## src/rtl/jstk2_pkg.sv

```systemverilog
// Shared types and constants for the PmodJSTK2 SPI sequencer.
package jstk2_pkg;

  typedef enum logic [2:0] {
    IDLE  = 3'd0,
    SETUP = 3'd1,
    SHIFT = 3'd2,
    GAP   = 3'd3,
    HOLD  = 3'd4
  } state_t;

  localparam logic [7:0] JSTK2_CMD_SET_LED = 8'h84;
  localparam int         JSTK2_BYTES       = 5;
  localparam logic [9:0] X_CENTRE          = 10'd512;
  localparam logic [9:0] Y_CENTRE          = 10'd512;

  function automatic int max3(input int a, input int b, input int c);
    int m;
    m = (a > b) ? a : b;
    return (m > c) ? m : c;
  endfunction

endpackage

```

## src/rtl/spi_bit_engine.sv

```systemverilog
// One SPI mode-0 byte: SCLK_HALF cycles low then high per bit, MSB first,
// MOSI changes at the start of each low phase, MISO captured as SCLK rises.
module spi_bit_engine #(
  parameter int SCLK_HALF = 750
) (
  input  logic       clk,
  input  logic       rst,
  input  logic       byte_start,
  input  logic [7:0] tx_byte,
  input  logic       miso,
  output logic       sclk,
  output logic       mosi,
  output logic       byte_done,
  output logic [7:0] rx_byte
);

  localparam int HW = (SCLK_HALF > 1) ? $clog2(SCLK_HALF) : 1;

  logic          active;
  logic [HW-1:0] half_cnt;
  logic [2:0]    bit_idx;
  logic [7:0]    tx_sh;
  logic [7:0]    rx_sh;
  logic          half_end;

  assign half_end  = active && (half_cnt == HW'(SCLK_HALF - 1));
  // Combinational so the sequencer can leave SHIFT on the final falling edge.
  assign byte_done = half_end && sclk && (bit_idx == 3'd7);
  assign rx_byte   = rx_sh;

  always_ff @(posedge clk) begin
    if (rst) begin
      active   <= 1'b0;
      half_cnt <= '0;
      bit_idx  <= 3'd0;
      tx_sh    <= 8'h00;
      rx_sh    <= 8'h00;
      sclk     <= 1'b0;
      mosi     <= 1'b0;
    end else if (!active) begin
      if (byte_start) begin
        active   <= 1'b1;
        half_cnt <= '0;
        bit_idx  <= 3'd0;
        tx_sh    <= {tx_byte[6:0], 1'b0};
        mosi     <= tx_byte[7];
        sclk     <= 1'b0;
      end
    end else if (half_end) begin
      half_cnt <= '0;
      if (!sclk) begin
        sclk  <= 1'b1;
        rx_sh <= {rx_sh[6:0], miso};
      end else begin
        sclk <= 1'b0;
        if (bit_idx == 3'd7) begin
          active <= 1'b0;
        end else begin
          bit_idx <= bit_idx + 3'd1;
          mosi    <= tx_sh[7];
          tx_sh   <= {tx_sh[6:0], 1'b0};
        end
      end
    end else begin
      half_cnt <= half_cnt + HW'(1);
    end
  end

endmodule

```

## src/rtl/jstk2_spi_sequencer.sv

```systemverilog
// PmodJSTK2 5-byte SPI transaction sequencer with auto-poll and decode.
// Optional macro JSTK2_LED_CMD_EN: send 0x84,R,G,B,0x00 instead of a plain read.
module jstk2_spi_sequencer
  import jstk2_pkg::*;
#(
  parameter int SCLK_HALF   = 750,
  parameter int T_SS_SETUP  = 1500,
  parameter int T_BYTE_GAP  = 1000,
  parameter int T_SS_HOLD   = 2500,
  parameter int POLL_PERIOD = 1000000
) (
  input  logic        clk,
  input  logic        rst,
  input  logic        enable,
  input  logic        start,
  input  logic        MISO,
  input  logic [23:0] led_rgb,
  output logic        SS,
  output logic        SCLK,
  output logic        MOSI,
  output logic [9:0]  x_val,
  output logic [9:0]  y_val,
  output logic [1:0]  btn,
  output logic        data_valid,
  output logic        busy,
  output state_t      fsm_state
);

  localparam int T_MAX = max3(T_SS_SETUP, T_BYTE_GAP, T_SS_HOLD);
  localparam int CW    = (T_MAX > 1) ? $clog2(T_MAX) : 1;

  state_t        state_q, state_d;
  logic [CW-1:0] cnt_q, cnt_d;
  logic [2:0]    byte_cnt_q, byte_cnt_d;
  logic          byte_start_q, byte_start_d;
  logic          ss_q, ss_d, busy_q, busy_d, dv_q, dv_d;
  logic [9:0]    x_q, x_d, y_q, y_d;
  logic [1:0]    btn_q, btn_d;
  logic [7:0]    x_lo_q, x_lo_d, y_lo_q, y_lo_d;
  logic [1:0]    x_hi_q, x_hi_d, y_hi_q, y_hi_d;
  logic          miso_meta, miso_sync;
  logic          poll_tick, req, byte_done;
  logic [7:0]    tx_byte, rx_byte;

  always_ff @(posedge clk) begin
    if (rst) begin
      miso_meta <= 1'b0;
      miso_sync <= 1'b0;
    end else begin
      miso_meta <= MISO;
      miso_sync <= miso_meta;
    end
  end

  generate
    if (POLL_PERIOD > 0) begin : g_poll
      localparam int PW = (POLL_PERIOD > 1) ? $clog2(POLL_PERIOD) : 1;
      logic [PW-1:0] poll_cnt;
      assign poll_tick = enable && (poll_cnt == PW'(POLL_PERIOD - 1));
      always_ff @(posedge clk) begin
        if (rst || !enable) poll_cnt <= '0;
        else if (poll_tick) poll_cnt <= '0;
        else                poll_cnt <= poll_cnt + PW'(1);
      end
    end else begin : g_no_poll
      logic unused_enable;
      assign unused_enable = enable;
      assign poll_tick     = 1'b0;
    end
  endgenerate

  assign req = start | poll_tick;

`ifdef JSTK2_LED_CMD_EN
  logic [23:0] led_q;
  // Colour is frozen at accept so a mid-transaction change cannot tear the command.
  always_ff @(posedge clk) begin
    if (rst) led_q <= 24'h0;
    else if (state_q == IDLE && req) led_q <= led_rgb;
  end

  always_comb begin
    tx_byte = 8'h00;
    case (byte_cnt_q)
      3'd0:    tx_byte = JSTK2_CMD_SET_LED;
      3'd1:    tx_byte = led_q[23:16];
      3'd2:    tx_byte = led_q[15:8];
      3'd3:    tx_byte = led_q[7:0];
      default: tx_byte = 8'h00;
    endcase
  end
`else
  logic unused_led;
  assign unused_led = ^led_rgb;
  assign tx_byte    = 8'h00;
`endif

  spi_bit_engine #(.SCLK_HALF(SCLK_HALF)) u_engine (
    .clk       (clk),
    .rst       (rst),
    .byte_start(byte_start_q),
    .tx_byte   (tx_byte),
    .miso      (miso_sync),
    .sclk      (SCLK),
    .mosi      (MOSI),
    .byte_done (byte_done),
    .rx_byte   (rx_byte)
  );

  always_comb begin
    state_d      = state_q;
    cnt_d        = cnt_q;
    byte_cnt_d   = byte_cnt_q;
    byte_start_d = 1'b0;
    ss_d         = ss_q;
    busy_d       = busy_q;
    dv_d         = 1'b0;
    x_d          = x_q;
    y_d          = y_q;
    btn_d        = btn_q;
    x_lo_d       = x_lo_q;
    x_hi_d       = x_hi_q;
    y_lo_d       = y_lo_q;
    y_hi_d       = y_hi_q;
    case (state_q)
      IDLE: begin
        ss_d   = 1'b1;
        busy_d = 1'b0;
        if (req) begin
          state_d    = SETUP;
          cnt_d      = '0;
          byte_cnt_d = 3'd0;
          ss_d       = 1'b0;
          busy_d     = 1'b1;
        end
      end
      SETUP: begin
        if (cnt_q == CW'(T_SS_SETUP - 1)) begin
          state_d      = SHIFT;
          byte_start_d = 1'b1;
        end else begin
          cnt_d = cnt_q + CW'(1);
        end
      end
      SHIFT: begin
        if (byte_done) begin
          cnt_d = '0;
          if (byte_cnt_q < 3'(JSTK2_BYTES - 1)) begin
            state_d = GAP;
            case (byte_cnt_q)
              3'd0:    x_lo_d = rx_byte;
              3'd1:    x_hi_d = rx_byte[1:0];
              3'd2:    y_lo_d = rx_byte;
              default: y_hi_d = rx_byte[1:0];
            endcase
          end else begin
            state_d = HOLD;
            ss_d    = 1'b1;
            dv_d    = 1'b1;
            x_d     = {x_hi_q, x_lo_q};
            y_d     = {y_hi_q, y_lo_q};
            btn_d   = rx_byte[1:0];
          end
        end
      end
      GAP: begin
        if (cnt_q == CW'(T_BYTE_GAP - 1)) begin
          state_d      = SHIFT;
          byte_start_d = 1'b1;
          byte_cnt_d   = byte_cnt_q + 3'd1;
        end else begin
          cnt_d = cnt_q + CW'(1);
        end
      end
      HOLD: begin
        if (cnt_q == CW'(T_SS_HOLD - 1)) begin
          state_d = IDLE;
          busy_d  = 1'b0;
        end else begin
          cnt_d = cnt_q + CW'(1);
        end
      end
      default: state_d = IDLE;
    endcase
  end

  always_ff @(posedge clk) begin
    if (rst) begin
      state_q      <= IDLE;
      cnt_q        <= '0;
      byte_cnt_q   <= 3'd0;
      byte_start_q <= 1'b0;
      ss_q         <= 1'b1;
      busy_q       <= 1'b0;
      dv_q         <= 1'b0;
      x_q          <= X_CENTRE;
      y_q          <= Y_CENTRE;
      btn_q        <= 2'b00;
      x_lo_q       <= 8'h00;
      x_hi_q       <= 2'b00;
      y_lo_q       <= 8'h00;
      y_hi_q       <= 2'b00;
    end else begin
      state_q      <= state_d;
      cnt_q        <= cnt_d;
      byte_cnt_q   <= byte_cnt_d;
      byte_start_q <= byte_start_d;
      ss_q         <= ss_d;
      busy_q       <= busy_d;
      dv_q         <= dv_d;
      x_q          <= x_d;
      y_q          <= y_d;
      btn_q        <= btn_d;
      x_lo_q       <= x_lo_d;
      x_hi_q       <= x_hi_d;
      y_lo_q       <= y_lo_d;
      y_hi_q       <= y_hi_d;
    end
  end

  assign SS         = ss_q;
  assign busy       = busy_q;
  assign data_valid = dv_q;
  assign x_val      = x_q;
  assign y_val      = y_q;
  assign btn        = btn_q;
  assign fsm_state  = state_q;

endmodule

```

## config.mk

```make
export PLATFORM = sky130hd
export DESIGN_NAME = jstk2_spi_sequencer
export DESIGN_NICKNAME = d
export VERILOG_FILES = /design/src/rtl/jstk2_pkg.sv /design/src/rtl/spi_bit_engine.sv /design/src/rtl/jstk2_spi_sequencer.sv
export SDC_FILE = /design/constraint.sdc
export NUM_CORES = 1
export LEC_CHECK = 0
export CAP_MARGIN = 20
export CORE_ASPECT_RATIO = 2
export CORE_MARGIN = 2
export CORE_UTILIZATION = 55
export DETAILED_ROUTE_END_ITERATION = 8
export GPL_TIMING_DRIVEN = 0
export PLACE_DENSITY = 0.84
export SLEW_MARGIN = 40
export SYNTH_ARGS = -nofsm -noshare
export SYNTH_HDL_FRONTEND = slang
export SYNTH_SLANG_ARGS = --single-unit
```

## constraint.sdc

```tcl
create_clock -name clk -period 2.6 [get_ports clk]
set_clock_uncertainty 0.1 [all_clocks]
set_input_delay 0.52 -clock clk [delete_from_list [all_inputs] [get_ports clk]]
set_output_delay 0.52 -clock clk [all_outputs]
set_load 0.02 [all_outputs]
```

==> metrics list, run 1 <==
- Residual DRC: 0
- Max-cap violations in this run came to 0.
* Top library cells by usage in the layout, fill and taps aside: sky130_fd_sc_hd__dfxtp_1 (109), sky130_fd_sc_hd__nand2_1 (92), sky130_fd_sc_hd__nor2_1 (65)
- Across every metal layer, demand over resource in global routing totals 25.1%.
- PwrDens: 562 nW/µm²
* Switching power as a share of total power: 23.5%
* Share of Yosys cell area claimed by the top area cell type: 45.0%
- Number of H-tree branching levels: 3
* Crit path required time: 2.74 ns
* Ant diodes: 0
- Counting flops with a built-in enable in the synthesized netlist gives 0.
- After synthesis the cells add up to 4840 µm².
* Antenna violations before repair: 0
* Final setup slack of the worst path: 0.0403 ns
- Reg power frac: between 50% and 60%
- Dpl ws: -0.153 ns
- Largest net degree at the start of global routing: 18
- Cell type with the largest total area after synthesis: sky130_fd_sc_hd__dfxtp_1
- Clock buffer depth: 2
* Register area: 2180 µm²
* Part of the total power dissipated in the clock network: 40.8%
* Final ANT Viol Nets: 0
* Worst Hold Path EP: u_engine.rx_byte[0]
- At the end of routability-driven placement, the weighted congestion stood at 0.984.
- Max-slew violations: 0
- Worst ir drop on vdd: 0.555 mV
* Clock tree sinks: 109
- Detailed placement finished with a half-perimeter wire length of 8550 µm.
- The number of cells on the worst reg-to-reg path is 6.
* Count of boundary I/O pins: just under 60
- In this run the worst path has a maximum fanout of 6.
- The clock reaches the later pin of the worst-skew pair after around 0.35 ns.
- Most frequently used flop master after synthesis: sky130_fd_sc_hd__dfxtp_1
- The finished cells cover 5630 µm².
* Min Tclk post-route: approximately 2.6 ns
* Final worst path period share: 98.5%
* Synth Net Count: around 620
- Endpoints failing setup: 0
- The first global-routing pass estimated 19,000 µm of wire.
- Upper clock frequency limit: 391 MHz
- Startpoint of the worst register-to-register path: cnt_q[9]
* Clock transition at path regs: 0.07 ns
* Worst Tran Pin Value: 0.759 ns
- Comb power frac: 5.6%
* Internal power: approximately 2400 µW
* Total number of yosys warnings: 0
- Port Buf Inserts: 32
* Layout area overhead: 16.3%
- The die covers 9620 µm².
- Final Routed Wirelength: 11,600 µm
- Arrival time of data at the critical path endpoint: 2.70 ns
- Ranked by total cell area, the synthesized netlist is headed by sky130_fd_sc_hd__dfxtp_1 (45%), sky130_fd_sc_hd__nand2_1 (7.1%), sky130_fd_sc_hd__a21oi_1 (5.3%).
- For this run, the detailed router's first-pass iteration total came to 5.
* Total leakage power: 0.00210 µW
- Across all layers, the routed design uses 4,358 vias.
- In this run the power spent charging and discharging nets is about 740 µW.
* Worst hold path stage count: 2
* Via density per instance: 5.97
- After the first detailed-routing iteration, the DRC count stood at between 200 and 250.
- Most common library cell in the layout ignoring fill and taps: sky130_fd_sc_hd__dfxtp_1
- Dividing the detail-routed wire length by the instance count gives 15.9 µm.
- The min-delay analysis places its worst path in the category flip-flop to flip-flop.
- At the end of the flow, the number of nets in the layout was approximately 660.
- Sequential element share of the synthesized area: 45.0%
* Post-synth cell types: 57
- Height of the die: 137 µm
* Number of hold violations in the final report: 0
* Vias in the first global route: 4,251
- Placed standard-cell area: ~5300 µm²
* Kind of critical path: flip-flop to flip-flop
* RSZ-0062 raised after global routing: true
- Flop-to-flop setup slack: 0.04 ns
* Element type at the critical path start: flip-flop
- The layout has 740 filler cells.
- The synthesized design contains 109 register bits.
* Standard-cell row count: 48
* Area of the core region: roughly 8600 µm²
- STA classifies the critical path endpoint as a flip-flop.
- Fraction of layout instances using a drive strength above 1: 6.03%
* Async SR Flop Fraction: 0%
- For this configuration, the core starts out at a cell density of 56.4%.
- CTS tree: done
* Status: finished clean
- The root buffer cell chosen for the clock tree is sky130_fd_sc_hd__clkbuf_16.
- The multi-input combinational cells in the finished layout cover a total of 2540 µm².
- Average size of a mapped cell: roughly 8.4 µm²
* Number of buffers inserted during clock tree synthesis: 9
* GR Overflow Total: 0
* Post-synthesis cell count: 580
* Worst r2r dst: fsm_state[1]
- The die is a little over 70 µm wide.
- Headroom to the max-slew limit came out at approximately half.
- Critical hold path startpoint: miso_sync
-- power groups by stage --
stage	registers (µW)	logic, µW	clock network (µW)
after CTS	1700	170	1310
after global placement	1730	166	0
after global routing	1700	190	1390
after detailed placement	1730	169	0
final	1700	176	1290
after floorplan	1740	105	0
-- kinds of logic after synthesis --
| kind of cell | synth area share, % |
|---|---|
| xor gates and xnor gates | 3.07 |
| other | 0.0774 |
| adders and majority gates | 2.58 |
| and+or+nand+nor | 27.7 |
| buffers and inverters | 3.64 |
| DFF | 45.0 |
| AOI/OAI and AO/OA | 13.6 |
| muxes | 4.34 |
-- synth_stat cells (all sizes together), types with 9 or more instances --
master / number
a21oi: 51
and3: 15
clkbuf: 25
dfxtp: 109
ha: 10
inv: 13
mux2i: 21
nand2: 92
nand3: 18
nand4: 14
nor2: 66
nor3: 15
o21ai: 18
xnor2: 9
-- registers in the layout, indices dropped and copies added, names as in the netlist, 2 cells and up --
signal,count
x_hi_q,2
x_val,10
x_lo_q,8
cnt_q,12
u_engine.rx_byte,8
y_hi_q,2
y_lo_q,8
u_engine.half_cnt,10
byte_cnt_q,3
u_engine.bit_idx,3
g_poll.poll_cnt,20
btn,2
y_val,10
fsm_state,3
-- final cells by class --
class / count / share of cell area [%]
Tap cell: 100 / 2.22
Clock inverter: 4 / 0.577
Buffer: 29 / 2.27
Timing Repair Buffer: 34 / 5.95
Multi-Input combinational cell: 429 / 45.0
Inverter: 13 / 0.866
Clock buffer: 12 / 4.37
Sequential cell: 109 / 38.7
-- stage by stage --
stage	cells	power, µW	utilization [%]	TNS [ns]	hold slack [ns]
after floorplan	580	1840	-	0	0.314
after global placement	712	1900	61.6	-0.126	0.327
after detailed placement	712	1900	61.7	-1.16	0.332
after CTS	730	3180	65.2	0	0.340
after global routing	730	3270	65.6	-0.0183	0.356
final	730	3160	65.6	0	0.341
-- worst max-delay path: stages (launching register included) --
cell                      delay (ns)
sky130_fd_sc_hd__dfxtp_1        0.46
sky130_fd_sc_hd__nand4_1        0.31
sky130_fd_sc_hd__or4_4          0.63
sky130_fd_sc_hd__and3_4         0.20
sky130_fd_sc_hd__buf_6          0.13
sky130_fd_sc_hd__a211o_1        0.33
sky130_fd_sc_hd__o31a_1         0.28
-- how the worst max path moves through the flow --
stage | slack, ns | end | startpoint
2_1_floorplan | 0.23 | fsm_state[1] | cnt_q[3]
3_3_place_gp | -0.12 | fsm_state[1] | cnt_q[0]
3_5_place_dp | -0.15 | fsm_state[1] | cnt_q[0]
4_1_cts | 0.06 | cnt_q[6] | u_engine.bit_idx[0]
5_1_grt | -0.02 | fsm_state[1] | cnt_q[9]
6_report | 0.04 | fsm_state[1] | cnt_q[9]
-- routing by layer --
layer | global-route usage [%] | part of all wire (%) | vias up
li1 | - | - | 2126
met1 | 24.1 | 37 | 2064
met2 | 47.0 | 54 | 123
met3 | 4.79 | 3.6 | 45
met4 | 16.9 | 5.4 | 0
met5 | 0 | 0 | -
-- repair_timing --
action,4_1_cts,5_1_grt
pin swaps,2,1
endpoints found under the setup margin,20,31
buffers inserted,2,0
hold buffers,0,0
gates resized for setup,1,6
(Power assumes the default switching activity.)
==> run 2: changes to the inputs <==
Settings changed: ABC_AREA from default to 1, ABC_CLOCK_PERIOD_IN_PS from default to 2600, CORE_UTILIZATION 55 to 56, PLACE_DENSITY 0.84 to 0.85.
==> run 2 against run 1 <==
Via count grew 11%. Area after synthesis grew 6.7%. Clock power shrank 4%. Sequential power grew 13%. Flip-flop and latch count is the same. Utilization shrank 0.17 points. First-iteration DRC count grew 20%. Hold slack lost 0.036 ns. Register-to-register slack gained 0.44 ns. Cell area grew 4.7%. Critical path type unchanged.
==> metrics list, run 2 <==
* GP Congestion: between 0.9 and 1
- Of the post-synthesis cell area, the dominant cell type holds 42.2%.
- Worst Setup SP: g_poll.poll_cnt[0]
- Vias in the first global route: about 4,600
- Number of H-tree branching levels: 3
* Max-cap violations: 0
* Height of the die: 140 µm
- Kind of cell adding the most delay to the critical path: simple AND/OR/NAND/NOR gates
- Estimated wirelength of the detail-placed design: 9080 µm
* Post-synth cell types: 43
- Initial Util: 57.4%
- Number of detailed-routing iterations run before antenna repair: 5
* Kind of critical path: flip-flop to flip-flop
- Derived from the worst setup path, the maximum achievable clock frequency is 471 MHz.
- Endpoints failing setup: 0
- Counting instances, the worst hold path has a depth of 2.
* Number of hold violations in the final report: 0
* Total leakage power: ~0.0024 µW
- Buffers and inverters on the worst path: 2
- When the netlist entered floorplanning its net count stood at 767.
- Arrival time of data at the critical path endpoint: 2.26 ns
- Number of setup buffers added after CTS: 0
* Wire length per cell: 13.7 µm
* Async SR Flop Fraction: 0%
- First DRT Iteration DRCs: 281
- Worst ir drop on vdd: 0.557 mV
- For this run, the total global-route usage over all layers was measured as 25.2%.
- Dominant cells by area after synthesis: sky130_fd_sc_hd__dfxtp_1 (42%), sky130_fd_sc_hd__nand2_1 (8.7%), sky130_fd_sc_hd__inv_1 (7.6%)
* Residual DRC: 0
* Post-synthesis cell count: 728
- Element type at the critical path end: flip-flop
- Clock latency reported for the late side of the worst-skew pair: ~0.35 ns
- Total number of yosys warnings: 0
- For the worst flop-to-flop path, the logic depth is 11.
- Status: finished clean
* Area share of xor/xnor cells in the synthesized design: approximately 1%
- Multiplexer share of the synthesized area: 0%
* Max Fanout on Critical Path: 10
- By area, the combinational part of the netlist is dominated by simple AND/OR/NAND/NOR gates.
- Traced cell by cell, the critical path runs through ha_1, nand3_2, nor2_4, inv_2, nor2_2, nand2_2, nand3_4, nand3_4, buf_6, o21ai_1, nor2_1.
- Area of the core region: 9010 µm²
* Flop-to-flop setup slack: around 0.48 ns
- The repair_antennas step left the layout with diodes totalling 0.
* Number of buffers inserted during clock tree synthesis: 9
- The number of antenna violations at the first check in global routing is 0.
- Number of flip-flops under the largest register name: 20
- In the final timing run, aggregate negative setup slack is 0 ns.
- Max-slew violations: 0
* Top cell by count, worst path: sky130_fd_sc_hd__nand3_4
- Sequential element share of the synthesized area: 42.2%
- In this run, post-CTS hold repair placed 0 buffers.
- Critical hold path startpoint: miso_meta
- Port Buf Inserts: 33
- RSZ-0062 raised after global routing: false
- Fraction of layout instances using a drive strength above 1: 6.69%
- Crit path required time: 2.74 ns
- Standard-cell row count: 49
- Startpoint of the worst register-to-register path: g_poll.poll_cnt[0]
* Non-Filler Instances: ~880
* Worst Tran Pin Value: around 0.57 ns
* Top library cells by usage in the layout, fill and taps aside: sky130_fd_sc_hd__nand2_1 (120), sky130_fd_sc_hd__dfxtp_1 (109), sky130_fd_sc_hd__nor2_1 (105), sky130_fd_sc_hd__inv_1 (105), sky130_fd_sc_hd__a21oi_1 (73)
- Among all stages on the critical path, the largest delay is contributed by sky130_fd_sc_hd__dfxtp_1.
* First-pass GRT wire length: 20,000 µm
* Hold WC Path Type: flip-flop to flip-flop
* Vias: 4,844
- Yosys instantiated no cell more often than sky130_fd_sc_hd__nand2_1.
- Summed over all layers, the global routing overflow is 0.
- Power spread over the standard cell area amounts to 712 nW/µm².
- Clock transition at path regs: 0.07 ns
- Cell types with the highest counts after synthesis: sky130_fd_sc_hd__nand2_1 (120), sky130_fd_sc_hd__dfxtp_1 (109), sky130_fd_sc_hd__inv_1 (105), sky130_fd_sc_hd__nor2_1 (105), sky130_fd_sc_hd__a21oi_1 (73)
* Post-synthesis compound-gate area fraction: 15.7%
* CTS tree: done
- Filler cell count in the final layout: slightly below 800
- Counting along the longest clock path gives a buffer depth of 2.
* Largest stage delay on the critical path: 0.41 ns
* Final Routed Wirelength: between 10,000 and 15,000 µm
* Final worst path period share: 81.6%
- In this run, synthesis inferred 0 flip-flops with an integrated enable.
- Largest net degree at the start of global routing: 18
- Average size of a mapped cell: 7.10 µm²
- Largest registers: g_poll.poll_cnt: 20 flops, cnt_q: 12 flops
- The most used flip-flop cell after synthesis is sky130_fd_sc_hd__dfxtp_1.
* Worst Hold Path EP: miso_sync
- Pin placement for this block handled 59 I/O pins.
- In this run, synthesis produced a sequential element count of between 100 and 150.
* Library cell used as clock root buffer: sky130_fd_sc_hd__clkbuf_16
* Layout area overhead: 14.0%
* Post-cts repair resize count: 0
* Element type at the critical path start: flip-flop
- The synthesized netlist occupies a cell area of 5170 µm².
- Final ANT Viol Nets: 0
* Top reg by flops: g_poll.poll_cnt
* Cell count after placement: 863
- Cell type with the largest total area after synthesis: sky130_fd_sc_hd__dfxtp_1
- Dividing the detail-routed via count by the number of cells gives 5.51.
- Summing the areas of all fa, ha and maj instances in the mapped netlist gives 2.42% of the synthesized area.
- Measured against its own limit, the worst slew margin works out to about 62%.
- The worst register-to-register path ends at cnt_q[7].
- Leaving out fill and tap cells, the most frequent cell in the layout is sky130_fd_sc_hd__nand2_1.
* Floorplan die area: 10,100 µm²
- Die X-Extent: between 70 and 80 µm
- After layout, the minimum clock period comes to 2.12 ns.
- Clock tree sinks: 109
* Number of nets in the layout: approximately 810
- Simple-gate portion of the synthesized area: between 20% and 30%
[run 2: cell count changes after synthesis, moves of 6 or more]
cell / before / now
sky130_fd_sc_hd__inv_1: 13 / 105
sky130_fd_sc_hd__nor2_1: 66 / 105
sky130_fd_sc_hd__o21ai_0: 17 / 48
sky130_fd_sc_hd__nand2_1: 92 / 120
sky130_fd_sc_hd__a21oi_1: 51 / 73
sky130_fd_sc_hd__mux2i_1: 21 / 0
sky130_fd_sc_hd__clkbuf_1: 25 / 8
sky130_fd_sc_hd__o21ai_1: 1 / 17
sky130_fd_sc_hd__nand3_1: 18 / 31
sky130_fd_sc_hd__and3_1: 13 / 1
sky130_fd_sc_hd__a311oi_1: 8 / 0
sky130_fd_sc_hd__xnor2_1: 9 / 1
sky130_fd_sc_hd__a31oi_1: 8 / 1
sky130_fd_sc_hd__buf_6: 1 / 7
[run 2: cell families (layout without fill, tap and decap cells)]
| group | after synthesis | count (layout) |
|---|---|---|
| other | 1 | 1 |
| flip-flops | 109 | 109 |
| adder cells (fa/ha/maj) | 10 | 10 |
| AO/OA/AOI/OAI | 154 | 154 |
| buffers and inverters | 131 | 180 |
| XOR/XNOR | 6 | 6 |
| AND/OR/NAND/NOR | 317 | 317 |
[run 2: cell type report]
cell class	instances	area, µm²	area share [%]
buffer	21	140	2.38
clock inverter	5	35.0	0.594
multi-input combinational	488	2440	41.3
timing repair buffer	33	330	5.60
inverter	110	413	7.00
sequential	109	2180	37.0
clock buffer	11	233	3.95
tap	102	128	2.16
[run 2: metrics by stage]
step           setup WS (ns)  power (µW)  util, %  instance area (µm²)  hold slack, ns
6_report               0.478        4200     65.4                 5900           0.305
5_1_grt                0.308        4440     65.4                 5900           0.319
4_1_cts                0.472        4210     65.4                 5900           0.310
3_5_place_dp           0.196        2950     62.5                 5630           0.299
3_3_place_gp           0.247        2920     62.5                 5630           0.292
2_1_floorplan          0.830        2680        -                 5170           0.288
[run 2: layer usage]
layer | up-vias | share of wire, % | global-route usage [%]
met2 | 147 | 55 | 46.6
met4 | 0 | 4.5 | 15.9
met3 | 45 | 4.1 | 4.89
met5 | - | 0 | 0
li1 | 2442 | - | -
met1 | 2210 | 36 | 24.5
[run 2: power breakdown]
group | switching (µW) | internal, µW | total (µW) | leakage [µW]
Combinational | 694 | 344 | 1040 | 0.00135
Sequential | 133 | 1780 | 1920 | 0.000882
Clock | 591 | 652 | 1240 | 0.000130
Total | 1420 | 2780 | 4200 | 0.00236
[run 2: worst reg2reg max path, delay by kind of cell, from the launching register on]
| kind | cells | cell delay (ns) |
|---|---|---|
| AO/OA/AOI/OAI | 1 | 0.12 |
| adder cells (fa/ha/maj) | 1 | 0.23 |
| buffers and inverters | 2 | 0.26 |
| flip-flops | 1 | 0.41 |
| AND/OR/NAND/NOR | 7 | 0.90 |
[run 2: how the worst max path moves through the flow]
stage	end	slack (ns)	cells after the start
2_1_floorplan	cnt_q[7]	0.83	11
3_3_place_gp	g_poll.poll_cnt[9]	0.25	9
4_1_cts	cnt_q[7]	0.47	11
5_1_grt	cnt_q[7]	0.31	11
6_report	cnt_q[7]	0.48	11
3_5_place_dp	cnt_q[7]	0.20	11
==> run 3: changes to the inputs <==
Settings changed: ABC_CLOCK_PERIOD_IN_PS 2600 to 2100.
Clock period 2.6 ns to 2.1 ns, I/O delays scaled along.
==> run 3 against run 2 <==
Worst setup slack got worse by 0.38 ns. Cell area increased by 2.2%. Wire length rose by 1.7%. Hold slack improved by 0.0016 ns. Die area did not move. Utilization increased by 1.4 points.
==> metrics list, run 3 (same netlist as run 2, synthesis figures left out) <==
- The flow ran to the end, and the final reports show no timing, DRC or antenna violations.
* RSZ-0062 raised after global routing: true
* Remaining max-slew budget at the tightest pin: 62.3%
- Met2 layer usage reported by global route: 46.6%
* First-pass GRT wire length: 20,000 µm
- For this configuration, the core starts out at a cell density of 57.4%.
- Min Tclk post-route: between 2 and 2.5 ns
- Number of nets in the layout: 819
* Ordered list of cells on the worst path: clkdlybuf4s50_1
* Worst hold path stage count: 2
- The die covers 10,100 µm².
- GP Congestion: 0.914
* Clock latency reported for the late side of the worst-skew pair: between 0.3 and 0.4 ns
- Worst reg-to-reg path cell count: 9
- Clock transition at path regs: 0.07 ns
* Worst Setup SP: fsm_state[2]
* Max-slew violations: 0
- Die X-Extent: a little over 70 µm
* Ant diodes: 0
- Static timing analysis puts the maximum clock frequency at 498 MHz.
- Vias in the first global route: 4,626
* Count of boundary I/O pins: 59
* Fraction of layout instances using a drive strength above 1: ~9%
- The worst setup path is launched from a flip-flop.
- In the layout the commonest cells are sky130_fd_sc_hd__nand2_1 (119), sky130_fd_sc_hd__dfxtp_1 (105), sky130_fd_sc_hd__inv_1 (105).
- In this run, the number of DRC markers left after iteration 0 of detailed routing was 359.
- The floorplan step set the die height to 140 µm.
- Switching power: 1800 µW
- Max-cap violations: 0
* Placed standard-cell area: 5630 µm²
* Met1 track demand over resource in global routing: 24.5%
- Worst ir drop on vdd: 0.697 mV
* Number of H-tree branching levels: 3
- Number of flip-flops under the largest register name: 20
- Internal power: 3530 µW
* Met3 track demand over resource in global routing: ~4.9%
- Comb power frac: 26.4%
* Worst Hold Path EP: miso_sync
- In this run the tool buffered the top-level ports with 33 buffer cells.
* Worst Tran Pin Value: between 0.5 and 0.6 ns
* Critical hold path startpoint: miso_meta
- The number of buffers and inverters on the critical path is 1.
- Of the available clock period, the critical path in the final layout requires 95.5%.
- Crit path required time: 1.58 ns
* Number of detailed-routing iterations run before antenna repair: 5
* Endpoints failing setup: 0
- Wire length per cell: 13.9 µm
* Number of buffers inserted during clock tree synthesis: 9
* Standard cell with the maximum stage delay on the critical path: sky130_fd_sc_hd__clkdlybuf4s50_1
* Count of hold buffers inserted by post-cts repair: 0
- Estimated wirelength of the detail-placed design: approximately 9100 µm
- Global routing finished with a remaining overflow of 0.
* Kind of critical path: flip-flop to output pin
* Largest net degree at the start of global routing: 18
- In this run the most used layer during global routing was met2.
* CTS tree: done
- STA classifies the critical path endpoint as an output pin.
* Clock tree sinks: between 100 and 150
- g_poll.poll_cnt holds more flip-flops than any other register.
* Via density per instance: 5.52
- Largest stage delay on the critical path: 0.66 ns
* Final Routed Wirelength: 12,300 µm
* Number of hold violations in the final report: 0
- Largest registers: g_poll.poll_cnt: 20 flops, cnt_q: 12 flops
* Switching power as a share of total power: 33.8%
- Summing all non-filler instances in the final layout gives an area of between 6000 and 7000 µm².
- For this design the static power due to leakage is 0.00242 µW.
- Residual DRC: 0
* Part of the total power dissipated in the clock network: between 20 and 30%
* Total routing usage reported by global routing: roughly 25%
* Total negative setup slack: 0 ns
- Post-layout util: 66.9%
- For this design the ratio of total power to cell area is 885 nW/µm².
- The clock passes through at most 2 buffers.
* Area of the core region: approximately 9000 µm²
- The library cell used most frequently in the layout, excluding fill and tap cells, is sky130_fd_sc_hd__nand2_1.
- In this run the critical register-to-register path is captured at y_hi_q[0].
- The number of antenna violations at the first check in global routing was 0.
* Arrival time of data at the critical path endpoint: roughly 1.5 ns
- Flop-to-flop setup slack: around 0.11 ns
- In this run the critical register-to-register path is launched from u_engine.half_cnt[1].
* Max Fanout on Critical Path: 7
- Per report_power, the sequential group accounts for between 40 and 50% of the total.
- The min-delay analysis places its worst path in the category flip-flop to flip-flop.
- Relative to the synthesized area, the layout overhead comes to 16.5%.
* Library cell used as clock root buffer: sky130_fd_sc_hd__clkbuf_16
* Final ANT Viol Nets: 0
- The initialized floorplan defines 49 standard-cell rows.
* Vias: 4,897
- Kind of cell adding the most delay to the critical path: buffers and inverters
==> run 3: cell count changes in the layout (fill, tap and decap cells not counted), sizes merged <==
cell | previous run | this run
buf | 13 | 21
==> run 3: what timing repair did <==
item | 4_1_cts | 5_1_grt
setup endpoints to repair | 12 | 53
pin swaps | 0 | 8
buffers inserted | 0 | 8
gates resized for setup | 1 | 16
==> run 3: routing by layer <==
metal	wire (µm)	share of wire, %
met3	453	3.7
met5	0	0
met1	4520	37
met2	6800	55
met4	515	4.2
==> run 3: final cells by class <==
class / count / area [µm²]
fill: 769 / 2990
multi-input combinational: 488 / 2480
sequential: 109 / 2190
inverter: 110 / 413
timing repair buffer: 41 / 403
clock buffer: 11 / 233
buffer: 21 / 141
tap: 102 / 128
clock inverter: 5 / 35.0
==> run 3: power by group through the flow <==
stage / logic, µW / registers, µW / clock network [µW]
after detailed placement: 1250 / 2410 / 0
after CTS: 1280 / 2360 / 1570
final: 1410 / 2380 / 1550
after global placement: 1210 / 2400 / 0
after floorplan: 906 / 2410 / 0
after global routing: 1570 / 2390 / 1670
==> run 3: worst max-delay path by stage <==
stage | endpoint | slack [ns] | depth (start not counted)
after floorplan | cnt_q[7] | 0.33 | 11
after global placement | g_poll.poll_cnt[9] | -0.15 | 9
after detailed placement | cnt_q[7] | -0.20 | 11
after CTS | cnt_q[7] | 0.02 | 9
after global routing | byte_cnt_q[1] | -0.02 | 12
final | fsm_state[2] | 0.09 | 1
==> run 3: per-stage QoR <==
stage               std cells  worst slack, ns  hold slack, ns  power [µW]
floorplan                 728            0.330           0.288        3310
global placement          863           -0.153           0.292        3620
detailed placement        863           -0.204           0.299        3660
CTS                       879           0.0208           0.310        5220
global route              887          -0.0218           0.319        5630
finish                    887           0.0936           0.307        5330
==> variant 1, RTL diff (settings of run 2) <==
The option `JSTK2_LED_CMD_EN` is turned on by a define.
--- a/src/rtl/jstk2_spi_sequencer.sv
+++ b/src/rtl/jstk2_spi_sequencer.sv
@@ -1,5 +1,7 @@
 // PmodJSTK2 5-byte SPI transaction sequencer with auto-poll and decode.
 // Optional macro JSTK2_LED_CMD_EN: send 0x84,R,G,B,0x00 instead of a plain read.
+`define JSTK2_LED_CMD_EN
+
 module jstk2_spi_sequencer
   import jstk2_pkg::*;
 #(
Function: no difference found for any inputs over 10 cycles, from zero or initial values and one cycle with rst high; that may be too few to reach the edited logic, so the function may still have changed.
==> variant 1 against run 2 <==
- synthesized cell count rose by 30%
- total power rose by 44%
- combinational power rose by 5%
- routed wire length rose by 39%
- sequential cell count rose by 32
- synthesized area rose by 27%
- worst setup slack got worse by 0.16 ns
- final area rose by 34%
==> variant 1: results (changes against run 2) <==
| Metric | Value |
|---|---|
| Reg2reg setup slack | `0.32 ns (was 0.48 ns)` |
| Clk. pwr | `2.42 mW (was 1.24 mW)` |
| Met2 WL | `8390 um (was 6690 um)` |
| Commonest cells in the netlist | `nand2_1, nor2_1, dfxtp_1, inv_1, a21oi_1 (was nand2_1, dfxtp_1, inv_1, nor2_1, a21oi_1)` |
| First-pass GRT wire length | `27500 um (was 20000 um)` |
| Reg2Reg Depth | `9 (was 11)` |
| GRT met3 Usage | `5.73% (was 4.89%)` |
| Max rail drop VDD | `0.608 mV (was 0.557 mV)` |
| Via count | `6417 (was 4844)` |
| Metal1 wirelength | `6990 um (was 4340 um)` |
| DRT iter0 DRCs | `515 (was 281)` |
| Dpl hpwl | `11700 um (was 9080 um)` |
| Final cycle utilization of the critical path | `87.8% (was 81.6%)` |
| Post-Syn Nets | `983 (was 767)` |
| H-tree lvl count | `4 (was 3)` |
| Routed wire per std cell | `14.3 um (was 13.7 um)` |
| Largest regs | `led_q x24, g_poll.poll_cnt x20, cnt_q x12 (was g_poll.poll_cnt x20, cnt_q x12)` |
| CTS buffer count | `17 (was 9)` |
| Slew Limit Headroom | `56.5% (was 62.2%)` |
| Met2 Use GR | `47.6% (was 46.6%)` |
| Synth unique cells | `41 (was 43)` |
| Met3 wire length | `1080 um (was 499 um)` |
| Status | `finished, final reports clean (unchanged)` |
| Share of layout cells above drive strength 1 | `8.43% (was 6.69%)` |
| Int Power | `4.13 mW (was 2.78 mW)` |
| GRT Total Usage | `27.7% (was 25.2%)` |
| Crit path capture | `led_q[18] (was cnt_q[7])` |
| Clk Latency, worst-skew pair | `0.42 ns (was 0.35 ns)` |
| Leak pwr | `3.16 nW (was 2.36 nW)` |
| Met1 GRT Util | `33.8% (was 24.5%)` |
| Sequential share of the synthesized area | `42.9% (was 42.2%)` |
| Routability Congestion | `0.928 (was 0.914)` |
| Placed Area | `7330 sq um (was 5630 sq um)` |
| # port buffers | `57 (was 33)` |
| CP arrival | `2.49 ns (was 2.26 ns)` |
| Largest net degree at the start of global routing | `17 (was 18)` |
| Layout net count | `1059 (was 811)` |
| Combinational share of power | `18.1% (was 24.7%)` |
variant 1: worst max-delay path: cells and delay by family, from the launching register on:
family / cells / cell delay, ns
AO/OA/AOI/OAI: 1 / 0.25
adder cells (fa/ha/maj): 1 / 0.22
AND/OR/NAND/NOR: 6 / 0.90
flip-flops: 1 / 0.40
buffers and inverters: 1 / 0.30
variant 1: stage by stage:
stage                     util [%]  hold WS [ns]  worst slack [ns]  total power [mW]  cells
after floorplan                  -         0.288             0.851              3.27    943
after global placement        63.4         0.293             0.111              3.56   1145
after detailed placement      63.4         0.296            0.0405              3.61   1145
after CTS                     68.5         0.300             0.350              6.02   1177
after global routing          68.5         0.310             0.155              6.29   1177
final                         68.5         0.300             0.317              6.03   1177
variant 1: area by class of cell:
| cell class | instances | area (sq um) |
|---|---|---|
| buffer | 36 | 181 |
| clock buffer | 18 | 429 |
| clock inverter | 14 | 158 |
| fill | 971 | 3640 |
| inverter | 104 | 395 |
| multi-input combinational | 662 | 3180 |
| sequential | 141 | 2820 |
| tap | 145 | 181 |
| timing repair buffer | 57 | 571 |
variant 1: cells by family (layout without fill, tap and decap cells):
family	Yosys count	count (layout)	synth area share (%)
simple gates	495	495	33.2
xor+xnor	5	5	0.666
flops	141	141	42.9
buf+inv	140	229	8.77
compound gates	151	151	12.3
fa+ha+maj	11	11	2.09
variant 1: how the worst min path moves through the flow:
stage	start	endpoint	slack (ns)	depth (start not counted)
after floorplan	miso_meta	miso_sync	0.29	2
after global placement	miso_meta	miso_sync	0.29	2
after detailed placement	miso_meta	miso_sync	0.30	2
after CTS	miso_meta	miso_sync	0.30	2
after global routing	miso_meta	miso_sync	0.31	2
final	miso_meta	miso_sync	0.30	2
==> variant 2, RTL diff (config.mk and constraints of run 2) <==
Without the edit above. Register the output `y_val` once more, with the module's reset; this adds one clock of latency there. The other outputs are not delayed to match.
--- a/src/rtl/jstk2_spi_sequencer.sv
+++ b/src/rtl/jstk2_spi_sequencer.sv
@@ -222,7 +222,13 @@
   assign busy       = busy_q;
   assign data_valid = dv_q;
   assign x_val      = x_q;
-  assign y_val      = y_q;
+  always_ff @(posedge clk) begin
+    if (rst) begin
+      y_val <= '0;
+    end else begin
+      y_val <= y_q;
+    end
+  end
   assign btn        = btn_q;
   assign fsm_state  = state_q;
 
Formal check against the unedited RTL: not equivalent (a bounded check fails within 4 cycles, from zero or initial values and one cycle with rst high).
==> variant 2 against run 2 <==
- routed wire length up 11%
- via count up 6.2%
- cell count up 11%
- clock power up 120%
- synthesized cell count up 7.0%
- maximum frequency down 2.3%
- non-clock buffer count up 1
- highest routed layer unchanged
- synthesized area up 7.0%
- worst setup slack worse by 0.051 ns
- final area up 14%
- sequential cell count up 10
- total power up 37%
- count of clock-buffer cells in the layout up 14
==> variant 2: results (changes against run 2) <==
| Metric | Value |
|---|---|
| Status | `finished, final reports clean (unchanged)` |
| Via/cell ratio | `5.27 (was 5.51)` |
| Met2 WL | `7450 um (was 6690 um)` |
| Leak pwr | `3.06 nW (was 2.36 nW)` |
| Synth warn | `0 (unchanged)` |
| Post-cts resize count | `0 (unchanged)` |
| Met3 wire length | `453 um (was 499 um)` |
| Grt ovf | `0 (unchanged)` |
| GRT Total Usage | `26.9% (was 25.2%)` |
| Crit path max fanout | `6 (was 10)` |
| Placed instance count | `944 (was 863)` |
| Metal1 wirelength | `4800 um (was 4340 um)` |
| Post-Syn Nets | `818 (was 767)` |
| Int Power | `4.15 mW (was 2.78 mW)` |
| Met2 Use GR | `49.7% (was 46.6%)` |
| Crit-path leading delay family | `buffers and inverters (was simple AND/OR/NAND/NOR gates)` |
| Dpl hpwl | `9500 um (was 9080 um)` |
| Number of synthesized flops with an enable pin | `0 (unchanged)` |
| Clk Latency, worst-skew pair | `0.42 ns (was 0.35 ns)` |
| Met1 GRT Util | `25.5% (was 24.5%)` |
| Commonest cells in the netlist | `nand2_1, nor2_1, dfxtp_1, inv_1, a21oi_1 (was nand2_1, dfxtp_1, inv_1, nor2_1, a21oi_1)` |
| CTS buffer count | `17 (was 9)` |
| Max rail drop VDD | `0.739 mV (was 0.557 mV)` |
| Largest net degree at the start of global routing | `17 (was 18)` |
| Slew Limit Headroom | `51.4% (was 62.2%)` |
| GRT met3 Usage | `6.41% (was 4.89%)` |
| H-tree lvl count | `4 (was 3)` |
| Detailed Route WL | `13400 um (was 12100 um)` |
| Fillcell total | `790 (was 787)` |
| Root buf cell | `clkbuf_16 (unchanged)` |
| Max Root-Sink Buffers | `2 (unchanged)` |
| Max stage delay cell, worst path | `clkdlybuf4s50_1 (was dfxtp_1)` |
| Layout net count | `870 (was 811)` |
| Clk slew on worst S/H paths | `0.05 ns (was 0.07 ns)` |
| Top FF cell, synth | `dfxtp_1 (unchanged)` |
| First-pass GRT wire length | `22100 um (was 20000 um)` |
| Mapped Cells | `779 (was 728)` |
| Async set-reset flop share out of synthesis | `0% (unchanged)` |
| Drt drc | `0 (unchanged)` |
| Placed Area | `6030 sq um (was 5630 sq um)` |
| Max Used Layer | `met4 (unchanged)` |
| HP Class | `reg -> reg (unchanged)` |
| Routed wire per std cell | `13.8 um (was 13.7 um)` |
| CP arrival | `1.55 ns (was 2.26 ns)` |
| Synth top area cells | `dfxtp_1, nand2_1, nor2_1, inv_1, a21oi_1 (was dfxtp_1, nand2_1, inv_1, nor2_1, a21oi_1)` |
| Synth unique cells | `39 (was 43)` |
| Share of layout cells above drive strength 1 | `9.00% (was 6.69%)` |
| Vias in the first global route | `5039 (was 4626)` |
| Sequential share of the synthesized area | `43.1% (was 42.2%)` |
| CP peak stage delay | `0.66 ns (was 0.41 ns)` |
| Routability Congestion | `0.929 (was 0.914)` |
| DRT iter0 DRCs | `320 (was 281)` |
| Drt first pass iters | `5 (unchanged)` |
==> variant 2: kinds of logic (layout without fill, tap and decap cells) <==
logic type	count (synthesis)	count (layout)	synth area share [%]
buffers and inverters	140	205	10.5
flip-flops	119	119	43.1
other	1	1	0.0678
AND/OR/NAND/NOR	399	399	32.2
XOR/XNOR	7	7	1.11
AO/OA/AOI/OAI	103	103	10.9
adder cells (fa/ha/maj)	10	10	2.26
==> variant 2: final timing paths <==
kind | startpoint | end | slack (ns) | depth (start not counted)
setup / recovery | fsm_state[2] | fsm_state[2] | 0.43 | 1
hold / removal | miso_meta | miso_sync | 0.32 | 2
setup reg to reg | g_poll.poll_cnt[0] | cnt_q[3] | 0.47 | 11
hold reg to reg | miso_meta | miso_sync | 0.32 | 2
==> variant 2: final cells by class <==
cell class              instances  area share, %
plain buffers                  22           2.01
clock buffers                  25           7.83
clock inverters                 7           2.39
inverters                     118           6.62
multi-input cells             520           38.3
flip-flops and latches        119           35.5
well taps                     132           2.46
repair buffers                 33           4.92
==> variant 2: power groups by stage <==
stage / sequential [mW] / combinational [mW] / clock [mW]
global placement: 2.09 / 0.960 / 0
floorplan: 2.10 / 0.715 / 0
CTS: 2.06 / 0.999 / 2.70
detailed placement: 2.09 / 0.974 / 0
global route: 2.07 / 1.14 / 2.78
finish: 2.06 / 1.01 / 2.68
==> variant 2: stage by stage <==
stage               worst slack [ns]  hold WS [ns]  util, %
detailed placement             0.178         0.306     62.1
floorplan                      0.805         0.288        -
global placement               0.225         0.309     62.1
global route                   0.271         0.349     69.2
finish                         0.427         0.320     69.2
CTS                            0.416         0.316     69.2
